--- config.mk ---
export PLATFORM = sky130hd
export DESIGN_NAME = g2_run_ctrl
export DESIGN_NICKNAME = d
export VERILOG_FILES = /design/src/rtl/g2_pkg.sv /design/src/rtl/g2_beat_counter.sv /design/src/rtl/g2_run_ctrl.sv
export SDC_FILE = /design/constraint.sdc
export NUM_CORES = 1
export LEC_CHECK = 0
export ABC_CLOCK_PERIOD_IN_PS = 3000
export BUFFER_PORTS_ARGS = -buffer_cell sky130_fd_sc_hd__buf_4
export CORE_MARGIN = 10
export CORE_UTILIZATION = 50
export DETAILED_ROUTE_END_ITERATION = 6
export PLACE_DENSITY = 0.82
export SYNTH_ARGS = -nofsm -noshare
export SYNTH_HDL_FRONTEND = slang
export SYNTH_SLANG_ARGS = --single-unit
--- constraint.sdc ---
create_clock -name clk -period 3 [get_ports clk]
set_input_delay 0.6 -clock clk [delete_from_list [all_inputs] [get_ports clk]]
set_output_delay 0.6 -clock clk [all_outputs]
set_load 0.01 [all_outputs]
--- src/rtl/g2_pkg.sv ---
// Shared types and constants for the g2 run controller.
package g2_pkg;

    typedef enum logic [2:0] {
        IDLE  = 3'd0,
        ACQ   = 3'd1,
        DRAIN = 3'd2,
        TRIG  = 3'd3,
        DUMP  = 3'd4,
        DONE  = 3'd5
    } g2_state_t;

    function automatic int g2_dump_len(input int addr_msb);
        return 1 << (addr_msb + 1);
    endfunction

    localparam int G2_DUMP_LEN = g2_dump_len(9);

endpackage

--- src/rtl/g2_beat_counter.sv ---
// Loadable up/down counter with a terminal-count compare against term.
module g2_beat_counter #(
    parameter int W = 8
)(
    input  logic         clk,
    input  logic         rst_n,
    input  logic         load,
    input  logic [W-1:0] load_val,
    input  logic         en,
    input  logic         up,
    input  logic [W-1:0] term,
    output logic [W-1:0] cnt,
    output logic         tc
);

    always_ff @(posedge clk or negedge rst_n) begin
        if (!rst_n) begin
            cnt <= '0;
        end else if (load) begin
            cnt <= load_val;
        end else if (en) begin
            cnt <= up ? cnt + W'(1) : cnt - W'(1);
        end
    end

    assign tc = (cnt == term);

endmodule

--- src/rtl/g2_run_ctrl.sv ---
// Run controller: gates host a1/a2 streams into the calculator for one run,
// waits for the pipeline to drain, triggers readout and forwards the dump.
//
// state | meaning
// IDLE  | waiting for start, calculator held in readout-reset
// ACQ   | a1/a2 pass-through until runLen a1 beats accepted
// DRAIN | streams blocked, drain timer running
// TRIG  | g2Rst low for one cycle
// DUMP  | forwarding histogram words to host
// DONE  | done pulse, back to IDLE
module g2_run_ctrl
    import g2_pkg::*;
#(
    parameter int iSIZE        = 31,
    parameter int g2MemAddrBit = 9,
    parameter int cntBit       = 31,
    parameter int drainCycles  = 64
)(
    input  logic              clk,
    input  logic              RST,
    input  logic              start,
    input  logic [cntBit:0]   runLen,
    output logic              busy,
    output logic              done,
    input  logic [iSIZE:0]    hA1,
    input  logic              hA1V,
    output logic              hA1R,
    input  logic [iSIZE:0]    hA2,
    input  logic              hA2V,
    output logic              hA2R,
    output logic [iSIZE:0]    oDat,
    output logic              oV,
    input  logic              oR,
    output logic [iSIZE:0]    a1,
    output logic              a1V,
    input  logic              a1R,
    output logic [iSIZE:0]    a2,
    output logic              a2V,
    input  logic              a2R,
    output logic              g2Rst,
    input  logic [iSIZE:0]    g2Dat,
    input  logic              g2V,
    output logic              g2R
);

    localparam int DUMP_LEN = g2_dump_len(g2MemAddrBit);
    localparam int DUMP_W   = g2MemAddrBit + 2;
    localparam int DRAIN_W  = $clog2(drainCycles + 2);
    localparam int CNT_W    = cntBit + 1;

    g2_state_t          state;
    logic [1:0]         rst_sync;
    logic               rst_n;
    logic [cntBit:0]    run_len_q;
    logic [cntBit:0]    a2_cnt;
    logic [cntBit:0]    evt_cnt;
    logic [DRAIN_W-1:0] drain_cnt;
    logic [DUMP_W-1:0]  dump_cnt;
    logic               evt_tc, drain_tc, dump_tc;
    logic               in_acq, in_dump;
    logic               a1_beat, a2_beat, dump_beat;
    logic               unused_cnts;

    // Assert immediately, release two clocks after RST rises.
    always_ff @(posedge clk or negedge RST) begin
        if (!RST) rst_sync <= 2'b00;
        else      rst_sync <= {rst_sync[0], 1'b1};
    end
    assign rst_n = rst_sync[1];

    assign in_acq  = (state == ACQ);
    assign in_dump = (state == DUMP);

    assign a1   = hA1;
    assign a1V  = in_acq && hA1V;
    assign hA1R = in_acq && a1R;
    assign a2   = hA2;
    assign a2V  = in_acq && hA2V;
    assign hA2R = in_acq && a2R;
    assign oDat = g2Dat;
    assign oV   = in_dump && g2V;
    assign g2R  = in_dump && oR && g2V;

    assign a1_beat   = a1V && a1R;
    assign a2_beat   = a2V && a2R;
    assign dump_beat = oV && oR;

    g2_beat_counter #(.W(CNT_W)) u_evt (
        .clk      (clk),
        .rst_n    (rst_n),
        .load     (state == IDLE),
        .load_val ('0),
        .en       (a1_beat),
        .up       (1'b1),
        .term     (run_len_q - 1'b1),
        .cnt      (evt_cnt),
        .tc       (evt_tc)
    );

    // Reloaded every cycle outside DRAIN so it holds drainCycles on entry.
    g2_beat_counter #(.W(DRAIN_W)) u_drain (
        .clk      (clk),
        .rst_n    (rst_n),
        .load     (state != DRAIN),
        .load_val (DRAIN_W'(drainCycles)),
        .en       ((state == DRAIN) && !drain_tc),
        .up       (1'b0),
        .term     ('0),
        .cnt      (drain_cnt),
        .tc       (drain_tc)
    );

    g2_beat_counter #(.W(DUMP_W)) u_dump (
        .clk      (clk),
        .rst_n    (rst_n),
        .load     (!in_dump),
        .load_val ('0),
        .en       (dump_beat),
        .up       (1'b1),
        .term     (DUMP_W'(DUMP_LEN - 1)),
        .cnt      (dump_cnt),
        .tc       (dump_tc)
    );

    always_ff @(posedge clk or negedge rst_n) begin
        if (!rst_n) begin
            state     <= IDLE;
            g2Rst     <= 1'b1;
            busy      <= 1'b0;
            done      <= 1'b0;
            run_len_q <= '0;
            a2_cnt    <= '0;
        end else begin
            case (state)
                IDLE: begin
                    done  <= 1'b0;
                    g2Rst <= 1'b1;
                    if (start) begin
                        run_len_q <= runLen;
                        a2_cnt    <= '0;
                        busy      <= 1'b1;
                        state     <= (runLen == '0) ? DRAIN : ACQ;
                    end
                end
                ACQ: begin
                    if (a2_beat && (a2_cnt != '1)) a2_cnt <= a2_cnt + 1'b1;
                    if (a1_beat && evt_tc) state <= DRAIN;
                end
                DRAIN: begin
                    if (drain_tc) begin
                        g2Rst <= 1'b0;
                        state <= TRIG;
                    end
                end
                TRIG: begin
                    g2Rst <= 1'b1;
                    state <= DUMP;
                end
                DUMP: begin
                    if (dump_beat && dump_tc) begin
                        done  <= 1'b1;
                        state <= DONE;
                    end
                end
                DONE: begin
                    done  <= 1'b0;
                    busy  <= 1'b0;
                    state <= IDLE;
                end
                default: begin
                    g2Rst <= 1'b1;
                    busy  <= 1'b0;
                    done  <= 1'b0;
                    state <= IDLE;
                end
            endcase
        end
    end

    // Counter values are kept for debug visibility only.
    assign unused_cnts = ^{evt_cnt, drain_cnt, dump_cnt, a2_cnt};

endmodule

* Yosys cells after proc, flatten, opt, wreduce, memory -nomap -nowiden
Index checks and enable logic that the tools add are counted.
** Word-level totals
- Register bits :: 90
- Output and inout bits :: 105
** Cells by class
- Reduce and logical (&&, ||, !) cells :: 26
- Equality and inequality tests :: 13
- Mux-type cells :: 18
- Bitwise gates (word level) :: 3
- Add/subtract/negate cells :: 4
** Operators by type and width (count)
- 2-to-1 mux 32 bit :: 2
- adder 32 x 1 -> 32 bit, second input constant :: 1
- equality test 32 bit :: 1
- zero test 32 bit :: 1
- subtractor 32 x 1 -> 32 bit, second input constant :: 1
- 2-to-1 mux 11 bit :: 2
- one-hot mux 3 bit (5 select lines) :: 1
- 2-to-1 mux 7 bit :: 2
- logical AND 1 bit :: 12
- 2-to-1 mux 3 bit :: 4
- adder 11 x 1 -> 11 bit, second input constant :: 1
- equality test 11 x 10 -> 1 bit, second input constant :: 1
- AND reduction 2 bit :: 4
- zero test 7 bit :: 1
- subtractor 7 x 1 -> 7 bit, second input constant :: 1
- equality test 3 x 2 -> 1 bit, second input constant :: 2
- equality test 3 bit, second input constant :: 2
- inequality test 2 x 1 -> 1 bit, second input constant :: 3
- one-hot mux 1 bit (2 select lines) :: 3
- OR reduction 3 bit :: 2
- inequality test 2 bit, second input constant :: 2
- AND reduction 4 bit :: 1
- nonzero test 2 bit :: 2
- OR reduction 4 bit :: 1
- other kinds (7) :: 11

* Depth between registers and ports, before layout
Gate-level depths: netlist of run 1.
- Word-level depth :: 6
- Gate-level depth with buffers :: 10
- Depth with buffers taken out :: 9

* Cells and area by module
Synthesis of run 1 repeated with hierarchy kept, for this count alone.
** Unflattened totals
- Cell total of the unflattened synthesis :: 927
- Area, all modules :: 8216.6 um2
** Modules (own cells, without submodules)
- g2_beat_counter (u_evt) :: times used 1, area each 3478.3 um2, cells an instance 425
- g2_run_ctrl :: times used 1, area each 3081.7 um2, cells an instance 320
- g2_beat_counter (u_dump) :: times used 1, area each 1059.8 um2, cells an instance 118
- g2_beat_counter (u_drain) :: times used 1, area each 596.8 um2, cells an instance 64

* Worst setup path before layout of run 1
No wires, ideal clock.
- Path kind :: reg2reg
- From :: reg run_len_q[0]
- To :: reg state[1]
- Period minus slack after synthesis :: 3008 ps
- Stages on the path, launching flop included :: 11
- Setup slack :: -8 ps
- Buffers on the path :: 1
- Data arrival time :: 2942 ps
- Path through :: dfrtp_1 -> inv_1 -> ha_1 -> or4b_4 -> or4_1 -> buf_2 -> mux2_4 -> a32o_1 -> nor4b_2 -> and4bb_1 -> a41o_1
** Between the ends
- Longest elaborated chain between the ends :: 5
** RTL lines
- start, declared :: RTL line g2_run_ctrl.sv:54 : logic [cntBit:0] run_len_q;
- start signal, assigned :: RTL line g2_run_ctrl.sv:139 : run_len_q <= runLen;
- subtractor 32 x 1 -> 32 bit :: RTL line g2_run_ctrl.sv:95 : .term (run_len_q - 1'b1),
- equality test 32 bit :: RTL line g2_beat_counter.sv:26 : assign tc = (cnt == term);
- logical AND 1 bit :: RTL line g2_run_ctrl.sv:147 : if (a1_beat && evt_tc) state <= DRAIN;
- inequality test 2 x 1 -> 1 bit (no line)
- AND reduction 4 bit (no line)
- end signal, assigned :: RTL line g2_run_ctrl.sv:142 : state <= (runLen == '0) ? DRAIN : ACQ;
- end, declared :: RTL line g2_run_ctrl.sv:51 : g2_state_t state;
No other way between the ends.
A chain may end at the register's enable or synchronous reset.

* Worst setup path after layout of run 1
- From :: reg run_len_q[1]
- To :: reg state[1]
Same word-level chain as after synthesis.

==> results of run 1 <==
==> worst max path at each step <==
stage	start	to	slack [ns]	depth (start not counted)
floorplan	run_len_q[0]	state[1]	0.01	10
CTS	run_len_q[1]	state[1]	0.008	9
finish	run_len_q[1]	state[1]	-0.004	9
global route	run_len_q[1]	state[1]	-0.11	9
global placement	run_len_q[1]	state[1]	0.05	9
detailed placement	run_len_q[1]	state[1]	-0.01	9
==> stage by stage <==
stage / std cells / setup TNS (ns) / area (um2) / setup WS, ns
finish: 776 / -0.004463 / 6301 / -0.004463
floorplan: 659 / 0 / 6027 / 0.01317
global route: 776 / -0.1822 / 6301 / -0.1137
detailed placement: 756 / -0.01190 / 5956 / -0.01190
global placement: 756 / 0 / 5956 / 0.04516
CTS: 773 / 0 / 6267 / 0.007672
==> synth_stat cells (15+ instances only) <==
cell type,instances
nand2_1,36
buf_4,96
nor2_1,73
nand3_1,19
o21ai_0,15
xor2_1,43
nand4_1,20
clkbuf_1,21
nor3_1,19
nor4_1,15
xnor2_1,29
dfrtp_1,89
mux2_2,30
==> per-layer routing <==
metal	part of all wire, %	vias to the layer above	track usage, %
li1	-	2135	-
met1	38	2227	20.00
met2	50	167	31.27
met3	6.5	75	3.793
met4	5.0	0	11.77
met5	0	-	0
==> area by class of cell <==
cell class,instances,share of cell area [%]
Inverter,11,0.6553
Clock buffer,10,3.793
Tap cell,143,2.840
Sequential cell,90,35.82
Timing Repair Buffer,81,9.651
Multi-Input combinational cell,435,46.21
Clock inverter,6,1.033
==> cell families (layout without fill, tap and decap cells) <==
logic type	count (synthesis)	in the layout	synth area share, %
flops	90	90	37.47
xor+xnor	72	72	10.48
other cells	1	1	0.06235
mux	34	34	6.366
buf+inv	134	108	14.50
simple gates	265	265	23.78
compound gates	59	59	6.511
fa+ha+maj	4	4	0.8322
==> timing repair <==
action	in CTS	in global routing
endpoints found under the setup margin	1	2
setup buffers	1	3
pin swaps	3	5
resized for setup	0	4
==> worst max-delay path: cells and delay by family (launching register included) <==
family          cells  cell delay [ns]
simple gates        4             1.56
compound gates      2             0.45
fa+ha+maj           1             0.12
mux                 1             0.31
flops               1             0.40
buf+inv             1             0.08
==> state kept, by name, summed over array words and instances, names as in the netlist <==
signal	flops
u_dump.cnt	11
busy	1
run_len_q	32
u_drain.cnt	7
state	3
rst_sync	2
done	1
u_evt.cnt	32
g2Rst	1
==> placed cells by master, fill, tap and decap left out, types with 3 or more instances in the layout <==
master / Yosys / layout
nand3b_1: 3 / 3
xor2_1: 43 / 43
o31ai_1: 3 / 3
inv_1: 11 / 9
clkbuf_16: 0 / 9
buf_4: 96 / 81
xnor2_1: 29 / 29
and3_1: 7 / 7
nor4b_1: 4 / 4
nand2b_1: 9 / 9
nand4_1: 20 / 20
and4_1: 4 / 4
a21oi_1: 12 / 12
ha_1: 4 / 3
a21o_1: 3 / 3
nor2_1: 73 / 73
nor2b_1: 3 / 3
mux2i_1: 3 / 3
nand4b_1: 4 / 4
o211ai_1: 6 / 6
mux2_2: 30 / 30
a31oi_1: 3 / 3
or4_1: 9 / 8
and2_1: 10 / 10
nand3_1: 19 / 19
or3_1: 11 / 11
or2_2: 8 / 8
dfrtp_1: 89 / 88
nor3_1: 19 / 18
nor4_1: 15 / 15
nand2_1: 36 / 36
o21ai_0: 15 / 15
==> where the power goes <==
part / switching [W] / internal [W]
sequential: 0.000334 / 0.00151
combinational: 0.00111 / 0.00106
clock: 0.000492 / 0.000670
==> run summary, run 1 <==
The number of routed nets with antenna violations is 0. The largest stage delay on the critical path is around 0.57 ns. The horizontal extent of the die came out at approximately 130 um. The final wirelength came out at around 15000 um. The first-pass GRT wire length is between 20000 and 25000 um. Summing every instance area after synthesis gives approximately 6000 um2.

The worst register-to-register path ends at state[1]. The number of buffer cells added on primary ports came out at 49. Among all flip-flop cells after synthesis, the most frequent one is dfrtp_1. Cells fill 54.26% of the core in the end. The clock transition time at the flip-flop clock pins of the worst setup and hold paths came out at roughly 0.06 ns. The starting density of the core is between 50% and 60%. The area of the multi-input gates is 2912 um2. Of the cells placed in the final design, the portion with a size suffix greater than 1 is 23.70%. The H-tree level count came out at 3.

The number of ports placed on the die boundary is ~240. In this run the register-to-register setup slack is -0.004 ns. STA puts the critical path data arrival time at between 3 and 4 ns. The final routed wire length divided by cell count came out at between 15 and 20 um.

The largest net degree at the start of global routing came out at 89. The total global-route track usage is a little under a fifth. The area growth from synthesis to layout is 4.764%. The endpoint type of the worst setup path is a flop. The die footprint is 16820 um2.

The post-synthesis cell count is around 660. The proportion of synthesized chip area in sequential cells came out at 37.47%. Buffers inserted to repair hold after CTS numbered 0.

The highest attainable clock frequency is 332.8 MHz. In this run the standard cell core region covers ~12000 um2. TritonCTS built the clock tree. The initial antenna violation count came out at 0. Clock tree synthesis selected as its root buffer the cell clkbuf_16. The number of detailed-routing iterations run before antenna repair is 4. The number of rows in the core area came out at 39. Measured in cells, the most critical reg-to-reg path has a length of 9. The footprint of the flip-flops and latches came out at 2257 um2. The CTS sink count came out at 90. The flow ran to the end, but the final reports show violations.

The max-slew violation count is 0. The die extent in y came out at 129.7 um. The final net count is just under 800. The worst clock skew came out at ~0.0062 ns. The slowest stage of the critical path is the or4_4 cell. The congestion estimate from routability-driven global placement came to ~0.90. The count of flip-flops with a built-in enable after synthesis came out at 0. The minimum setup slack in the final design is -0.004463 ns. The count of fill cells added during filler insertion came out at 1016.

The max-cap check violation count is 0. The count of final hold-check violations came out at 0. Power spread over the standard cell area amounts to approximately 820 nW/um2. The class of the worst hold path is input port to asynchronous set/reset pin.

VDD sags by at most approximately 0.48 mV. Setup repair after global routing could not meet its margin everywhere. The final period demand of the worst path is ~3 ns. The via count of the first global-routing pass was approximately 4700. The worst register-to-register path begins at run_len_q[1].

For this run, the number of Yosys warnings is 0. The total CTS buffers is 9. The DRC violation total after the first TritonRoute iteration is 352. The library cell with the largest summed area after synthesis is dfrtp_1. The maximum fanout along the worst path is 6. The total number of vias came out at 4604. Clock latency on the worst-skew pair, taken at its later pin, is between 0.3 and 0.4 ns.

For the pin with the worst max-slew slack, the measured transition is between 1 and 1.5 ns. By area the synthesized netlist is led by dfrtp_1 37%, buf_4 12%, xor2_1 6.3%, mux2_2 5.6%, nor2_1 4.6%. Synthesis produced a netlist with a net count of 800. The worst slew margin relative to its limit is a little under a quarter.

In the finished design, the share of the clock period the worst path needs comes to 100.1%. The half-perimeter wire length of the detailed placement result came out at roughly 12000 um. The checks that failed: setup timing. The number of antenna repair diodes came out at 0. The average cell area after synthesis came out at between 9 and 10 um2. The critical path goes through inv_2, ha_4, or4b_4, or4_4, mux2_4, a32o_2, nor4b_2, and4bb_1, a41o_1. Summing internal, switching and leakage power gives approximately 0.0052 W.

The top cell type by area accounts for a little under two fifths of the synthesized area. The maximum clock insertion buffer count came out at 2. The async set or reset register ratio after synthesis came out at between 90% and 100%.

The startpoint-to-endpoint class of the critical path is flop to flop. The unique cell type count in the Yosys netlist is 61. The overall overflow remaining after global route is 0. The total of endpoints with negative setup slack in the final report is 1.

The critical path data required time is roughly 3.3 ns. The via-per-instance ratio came out at 5.933. The sort of element at the start of the critical path is a flop. The worst hold slack is ~0.019 ns. The register bit count reported by yosys came out at 90. The static power due to leakage is roughly 2.7 nW. After detailed routing, the number of remaining DRC violations is 0.
Note: power is estimated with default switching activity, not from simulation.
==> run 2: changes to the inputs <==
--- a/config.mk
+++ b/config.mk
@@ -6,11 +6,13 @@
 export NUM_CORES = 1
 export LEC_CHECK = 0
 export ABC_CLOCK_PERIOD_IN_PS = 3000
-export BUFFER_PORTS_ARGS = -buffer_cell sky130_fd_sc_hd__buf_4
+export BUFFER_PORTS_ARGS = -buffer_cell sky130_fd_sc_hd__buf_2
+export CELL_PAD_IN_SITES_DETAIL_PLACEMENT = 0
+export CELL_PAD_IN_SITES_GLOBAL_PLACEMENT = 1
 export CORE_MARGIN = 10
-export CORE_UTILIZATION = 50
+export CORE_UTILIZATION = 36
 export DETAILED_ROUTE_END_ITERATION = 6
-export PLACE_DENSITY = 0.82
+export PLACE_DENSITY = 0.81
 export SYNTH_ARGS = -nofsm -noshare
 export SYNTH_HDL_FRONTEND = slang
 export SYNTH_SLANG_ARGS = --single-unit
==> run summary, run 2 (same netlist as run 1, synthesis figures left out) <==
The flow ran to the end, and the final reports show no timing, DRC or antenna violations. Counting the fill cells in the layout gives approximately 1700. The max-cap check violation count came out at 0. The max-slew violation count came out at 0.

The initial antenna violation count is 0. The area growth from synthesis to layout is 3.994%. After detailed routing, the average wire length per cell comes to 15.75 um. The endpoint type of the worst setup path is a flop. The most common cell after layout, fill and taps aside is dfrtp_1. The clock latency at the later pin of the worst-skew pair is between 0.3 and 0.4 ns. In the final layout, the registers with the most flip-flops are run_len_q: 32 flops, u_evt.cnt: 32 flops, u_dump.cnt: 11 flops.

Between clock sinks in the finished design, the worst skew comes to about 0.013 ns. The starting density of the core came out at 36.53%. The DRC violation total after the first TritonRoute iteration is 277. The number of buffers and inverters on the critical path is 1. Cells fill 37.99% of the core in the end. The final wirelength came out at 13450 um.

The via-per-instance ratio is about 5.0. The clock passes through at most 2 buffers. For this design the top-level I/O count stands at between 200 and 250.

In this run the horizontal extent of the chip is ~150 um. The total global-route track usage came out at 12.33%. The signal on the critical path passes through inv_1, ha_2, or4b_4, or4_4, mux2_4, a32o_2, nor4b_2, and4bb_1, a41o_1. The post-placement cell count came out at ~840. The total of endpoints with negative setup slack in the final report is 0. The largest stage delay on the critical path came out at a little under 0.5 ns.

The clock transition time at the flip-flop clock pins of the worst setup and hold paths came out at approximately 0.06 ns. The number of buffer cells added on primary ports came out at 49. In the routed design, unresolved DRC markers number 0. The critical path launch point is run_len_q[1]. The overall overflow remaining after global route is 0. The tree is rooted in a clkbuf_16. The final route contains about 4300 vias.

CTS saw 90 sinks. The H-tree level count came out at 3. The worst pin sits at a relative slew slack of 65.04%. The first global-routing pass estimated around 22000 um of wire. The die extent in y is 149.3 um. After legalization and detailed placement, the total HPWL measured roughly 10000 um. The worst setup path is launched from a flop.

The worst register-to-register path begins at run_len_q[1]. The arrival time at the worst endpoint is roughly 3.2 ns. The congestion estimate from routability-driven global placement came to between 0.9 and 1.

Leaving out fill and tap cells, the most frequent cells in the layout are 88 x dfrtp_1, 73 x nor2_1, 49 x buf_2. The area of the core came out at 16470 um2. The kind of cell with the highest combined delay along the critical path is simple AND/OR/NAND/NOR gates.

The analysis attributes to cell leakage a power of ~2.6 nW. The highest attainable clock frequency is approximately 350 MHz. The TritonCTS clock tree is yes. The final net count came out at a little under 800. The largest individual stage delay along the critical path comes from the cell or4_4. The slew of the pin with the lowest slew margin is approximately 0.52 ns. The via count of the first global-routing pass is around 4300. In this run the worst path has a maximum fanout of 7. In the final timing run, aggregate negative setup slack is 0 ns. The final period demand of the worst path came out at ~2.9 ns. Across the VDD grid, the largest voltage drop is ~0.4 mV.

The number of antenna diodes in the final layout is 0. The power density of the placed cells came out at around 800 nW/um2. The number of routed nets with antenna violations came out at 0. The total CTS buffers came out at 9. Setup repair after global routing left no endpoint under its margin. The floorplan step defined a die boundary enclosing 22280 um2.

The startpoint-to-endpoint class of the critical path is flop to flop. Cells with a size suffix above 1 make up between 20% and 30% of the layout. The number of detailed-routing iterations run before antenna repair is 4.

Entering global routing, the biggest net connects 38 pins. The critical path data required time came out at around 3.3 ns. The share of the cycle needed by the critical path after routing came out at between 90% and 100%. The number of rows in the core area is 47. The final cell count without fillers came out at about 850.

The class of the worst hold path is input port to asynchronous set/reset pin. The count of final hold-check violations was 0.
==> run 2: worst register-to-register path: cells and delay by family (launching register included) <==
| family | cells | cell delay (ns) |
|---|---|---|
| flip-flops | 1 | 0.38 |
| buffers and inverters | 1 | 0.07 |
| AND/OR/NAND/NOR | 4 | 1.43 |
| AO/OA/AOI/OAI | 2 | 0.44 |
| multiplexers | 1 | 0.33 |
| adder cells (fa/ha/maj) | 1 | 0.17 |
==> run 2: worst paths after layout <==
path,slack [ns],to,cells past startpoint
worst min-delay path,0.02,rst_sync[1],1
worst min register to register,0.30,u_evt.cnt[8],0
worst max register to register,0.13,state[1],9
min in group clk,0.35,rst_sync[1],0
max in group asynchronous,1.94,g2Rst,1
worst max-delay path,0.13,state[1],9
==> run 2: layout make-up <==
type,instances,area (um2),area share [%]
Multi-Input combinational cell,435,2908,46.49
Sequential cell,90,2257,36.09
Timing Repair Buffer,82,493.0,7.882
Tap cell,220,275.3,4.401
Clock buffer,10,239.0,3.821
Clock inverter,6,41.29,0.6601
Inverter,11,41.29,0.6601
==> run 2: what timing repair did <==
item                       4_1_cts  5_1_grt
hold buffers                     0        0
resized for setup                0        3
setup buffers                    0        1
setup endpoints to repair        0        2
==> run 2: stage by stage <==
step | power (W) | setup WS [ns] | hold slack [ns] | area [um2]
4_1_cts | 0.004979 | 0.006525 | 0.006150 | 6240
3_3_place_gp | 0.003865 | 0.05479 | 0.3117 | 5959
6_report | 0.004957 | 0.1314 | 0.01539 | 6255
3_5_place_dp | 0.003883 | 0.02232 | 0.3161 | 5959
5_1_grt | 0.005318 | 0.002901 | 0.004627 | 6255
2_1_floorplan | 0.003347 | 0.01317 | 0.3044 | 6027
==> run 2: routing by layer <==
metal / vias to the layer above / global-route usage [%] / part of all wire (%)
met4: 0 / 5.496 / 2.0
met1: 2073 / 16.13 / 48
met3: 20 / 2.609 / 3.2
met5: - / 0 / 0
met2: 71 / 19.17 / 46
li1: 2140 / - / -
==> run 2: power by group <==
group / switching (W) / total, W / internal [W]
Sequential: 0.000317 / 0.00182 / 0.00151
Clock: 0.000494 / 0.00108 / 0.000584
Combinational: 0.00107 / 0.00206 / 0.000990
==> run 3: changes to the inputs <==
--- a/config.mk
+++ b/config.mk
@@ -5,14 +5,16 @@
 export SDC_FILE = /design/constraint.sdc
 export NUM_CORES = 1
 export LEC_CHECK = 0
+export ABC_AREA = 1
 export ABC_CLOCK_PERIOD_IN_PS = 3000
 export BUFFER_PORTS_ARGS = -buffer_cell sky130_fd_sc_hd__buf_2
 export CELL_PAD_IN_SITES_DETAIL_PLACEMENT = 0
 export CELL_PAD_IN_SITES_GLOBAL_PLACEMENT = 1
 export CORE_MARGIN = 10
-export CORE_UTILIZATION = 36
+export CORE_UTILIZATION = 38
 export DETAILED_ROUTE_END_ITERATION = 6
-export PLACE_DENSITY = 0.81
+export PLACE_DENSITY = 0.82
 export SYNTH_ARGS = -nofsm -noshare
 export SYNTH_HDL_FRONTEND = slang
+export SYNTH_HIERARCHICAL = 1
 export SYNTH_SLANG_ARGS = --single-unit
==> run summary, run 3 <==
The library cell with the largest summed area after synthesis is dfrtp_1. The total number of vias came out at between 8000 and 9000. The largest net degree at the start of global routing came out at 53.

At the placement stage, the worst setup path has a slack of roughly 0.21 ns. For the finished layout, the period the worst path requires is 2.758 ns. The share of the cycle needed by the critical path after routing came out at 91.92%. CTS placed an instance of clkbuf_16 at the clock tree root. The dominant register cell in the synthesized netlist is dfrtp_1.

Setup repair after global routing left no endpoint under its margin. In this run the number of cells on the critical path is 16. The remaining routing DRC violations came out at 0. The critical path starts at run_len_q[0].

The worst vdd rail ir drop came out at 0.6793 mV. The die footprint is ~31000 um2. In this run the critical register-to-register path is captured at state[1]. During synthesis, Yosys emitted a total of 6 warnings. Grouping stages by cell kind, the critical path spends the most delay in simple AND/OR/NAND/NOR gates. Across all setup checks in the final design, the least slack found is 0.2425 ns. In this run, distinct cell masters in the synthesized netlist total 46. The fraction of final layout cells sized beyond drive strength 1 came out at between 10 and 15%. Synthesis inferred 90 register bits.

The routed design has about 23000 um of wire. TritonCTS built the clock tree. The slack of the worst reg-to-reg path came out at about 0.24 ns. The first-pass GRT wire length is 38340 um. The most common cell after layout, fill and taps aside is nand2_1. STA classifies the critical path startpoint as a flop. The cell seen most often among critical-path stages is nand2_1. The proportion of synthesized chip area in sequential cells is 24.47%. The average cell area after synthesis came out at 6.703 um2. The highest attainable clock frequency came out at 362.6 MHz. The clock latency at the later pin of the worst-skew pair came out at between 0.3 and 0.4 ns. The clock transition time at the flip-flop clock pins of the worst setup and hold paths is 0.07 ns. The initial antenna violation count is 0. During I/O placement, the number of pins put on the boundary was ~240. For this run, asynchronously set or reset flops after synthesis account for between 90% and 100%.

The post-placement cell count came out at between 1500 and 2000. The signal on the critical path passes through inv_2, ha_2, nand2_1, nor2_2, nand4_1, nor2_1, xor2_1, xnor2_1, nand4_1, nor2_1, nand3_1, nor2_2, a31oi_1, nor3_2, nand2_1, nand2_1. In this design, the stage delay of the slowest critical-path cell is roughly 0.37 ns. The length in cells of the worst reg-to-reg path is 16. The number of detailed-routing iterations run before antenna repair came out at 5.

The total of endpoints with negative setup slack in the final report is 0. The critical path is of the flop to flop type. The final cell count without fillers is ~1700.

In this run, CTS created clock tree buffers numbering 9. The die extent in y is ~180 um. The total power draw is approximately 0.0089 W. After floorplanning, the core was sized to cover about 24000 um2. The DRC violation total after the first TritonRoute iteration is 343.

The max-slew violation count is 0. The count of fill cells added during filler insertion came out at around 2600. The share of the synthesized area in the top cell type is 24.18%. In the global route stage, overall resource usage came out at between 10 and 15%. The slew of the pin with the lowest slew margin is between 0.8 and 0.9 ns. In this run the cell area of the synthesized design comes to between 9000 and 10000 um2. The end point of the critical path is state[1]. The power density of the placed cells is approximately 920 nW/um2. Using the TritonRoute via totals, the vias-per-cell ratio works out to between 4 and 5. The count of final hold-check violations came to 0. The flow ran to the end, and the final reports show no timing, DRC or antenna violations. Once detail routing completed, the nets flagged for antenna violations numbered 0.

The H-tree level count came out at 3. The final cell utilization of the core came out at approximately two fifths. The startpoint identified for the worst register-to-register timing path is run_len_q[0].

Input and output buffers added on the ports amount to 49. The starting density of the core came out at between 30% and 40%. The die is about 180 um wide.

The half-perimeter wire length of the detailed placement result is about 19000 um. After detailed routing, the average wire length per cell comes to ~13 um. For this run, the post-layout net count is 1589.

The largest registers in the layout are run_len_q: 32 flops, u_evt/cnt: 32 flops, u_dump/cnt: 11 flops. For this design the static power due to leakage is between 5 and 6 nW. Setup total negative slack on the finished layout was measured at 0 ns. The arrival time at the worst endpoint came out at between 3 and 4 ns.

The overall overflow remaining after global route came out at 0. The largest individual stage delay along the critical path comes from the cell dfrtp_1. The worst slew margin relative to its limit is between 40% and 50%. The count of flip-flops with a built-in enable after synthesis came out at 0. The maximum fanout along the worst path is 4.

The final RePlAce weighted congestion is between 0.8 and 0.9. The class of the worst hold path is input port to asynchronous set/reset pin. The critical path data required time came out at approximately 3.3 ns. Counting instances in the post-synthesis netlist gives the leading cell types as 381 x nand2_1, 181 x inv_1, 157 x nor2_1. On the final layout, the worst clock skew is around 0.012 ns.

Clock tree synthesis found a total of 90 sinks. The area growth from synthesis to final layout is 5.081%. The max-cap check violation count came out at 0. Among all cell types in the netlist, the one instantiated most often is nand2_1.

The buffers plus inverters on the worst setup path is 1. The via count of the first global-routing pass is between 7000 and 8000. The maximum clock insertion buffer count is 2. The top cell types in the final layout, fill and taps aside, are 381 x nand2_1, 181 x inv_1, 154 x nor2_1. The endpoint type of the worst setup path is a flop. Yosys attributes the largest share of cell area to dfrtp_1 24%, nand2_1 16%, buf_4 7.8%, inv_1 7.4%, nor2_1 6.4%. In the synthesized netlist, the number of instances is 1374. The number of rows in the core area is 56.

The number of antenna diodes in the final layout is 0.
## run 3: layout make-up
type / count / area, um2 / area share [%]
repair buffers: 56 / 310.3 / 3.206
clock inverters: 4 / 52.55 / 0.5430
clock buffers: 12 / 236.5 / 2.443
inverters: 192 / 720.7 / 7.447
multi-input cells: 1055 / 5702 / 58.91
well taps: 319 / 399.1 / 4.124
flip-flops and latches: 90 / 2257 / 23.32
## run 3: worst min path at each step
stage	startpoint	end	slack, ns	cells past startpoint
6_report	RST	rst_sync[1]	0.03	1
5_1_grt	RST	rst_sync[0]	0.02	1
4_1_cts	RST	rst_sync[1]	0.02	1
3_5_place_dp	rst_sync[0]	rst_sync[1]	0.34	0
3_3_place_gp	rst_sync[0]	rst_sync[1]	0.34	0
2_1_floorplan	RST	rst_sync[0]	0.30	0
## run 3: metrics by stage
stage / hold WS (ns) / area (um2)
floorplan: 0.3044 / 9495
global placement: 0.3437 / 9382
finish: 0.02698 / 9678
detailed placement: 0.3410 / 9382
CTS: 0.02355 / 9671
global route: 0.01542 / 9678
## run 3: worst reg2reg max path: cells and delay by family, from the launching register on
kind / cells / cell delay (ns)
xor gates and xnor gates: 2 / 0.33
DFF: 1 / 0.37
buffers and inverters: 1 / 0.09
and+or+nand+nor: 11 / 1.53
AOI/OAI and AO/OA: 1 / 0.15
adders and majority gates: 1 / 0.24
## run 3: timing repair
action	in CTS	in global routing
hold buffers	0	0
resized for setup	0	3
endpoints found under the setup margin	0	2
buffers inserted	0	0
## run 3: power breakdown
part	total [W]	switching [W]	internal, W
logic	0.00543	0.00330	0.00213
registers	0.00241	0.000658	0.00175
clock network	0.00112	0.000469	0.000647
## run 3: cells by family after synthesis
kind of cell	count (synthesis)	synth area share [%]
AOI/OAI and AO/OA	134	9.197
xor gates and xnor gates	86	8.178
adders and majority gates	48	6.765
buffers and inverters	305	16.83
DFF	90	24.47
muxes	13	1.956
other	2	0.08154
and+or+nand+nor	696	32.52
## run 3: layer usage
metal	global-route usage, %	wire [um]	part of all wire, %
met2	24.25	10500	45
met5	0	0	0
met4	2.932	218	0.94
met3	2.595	905	3.9
met1	20.17	11590	50
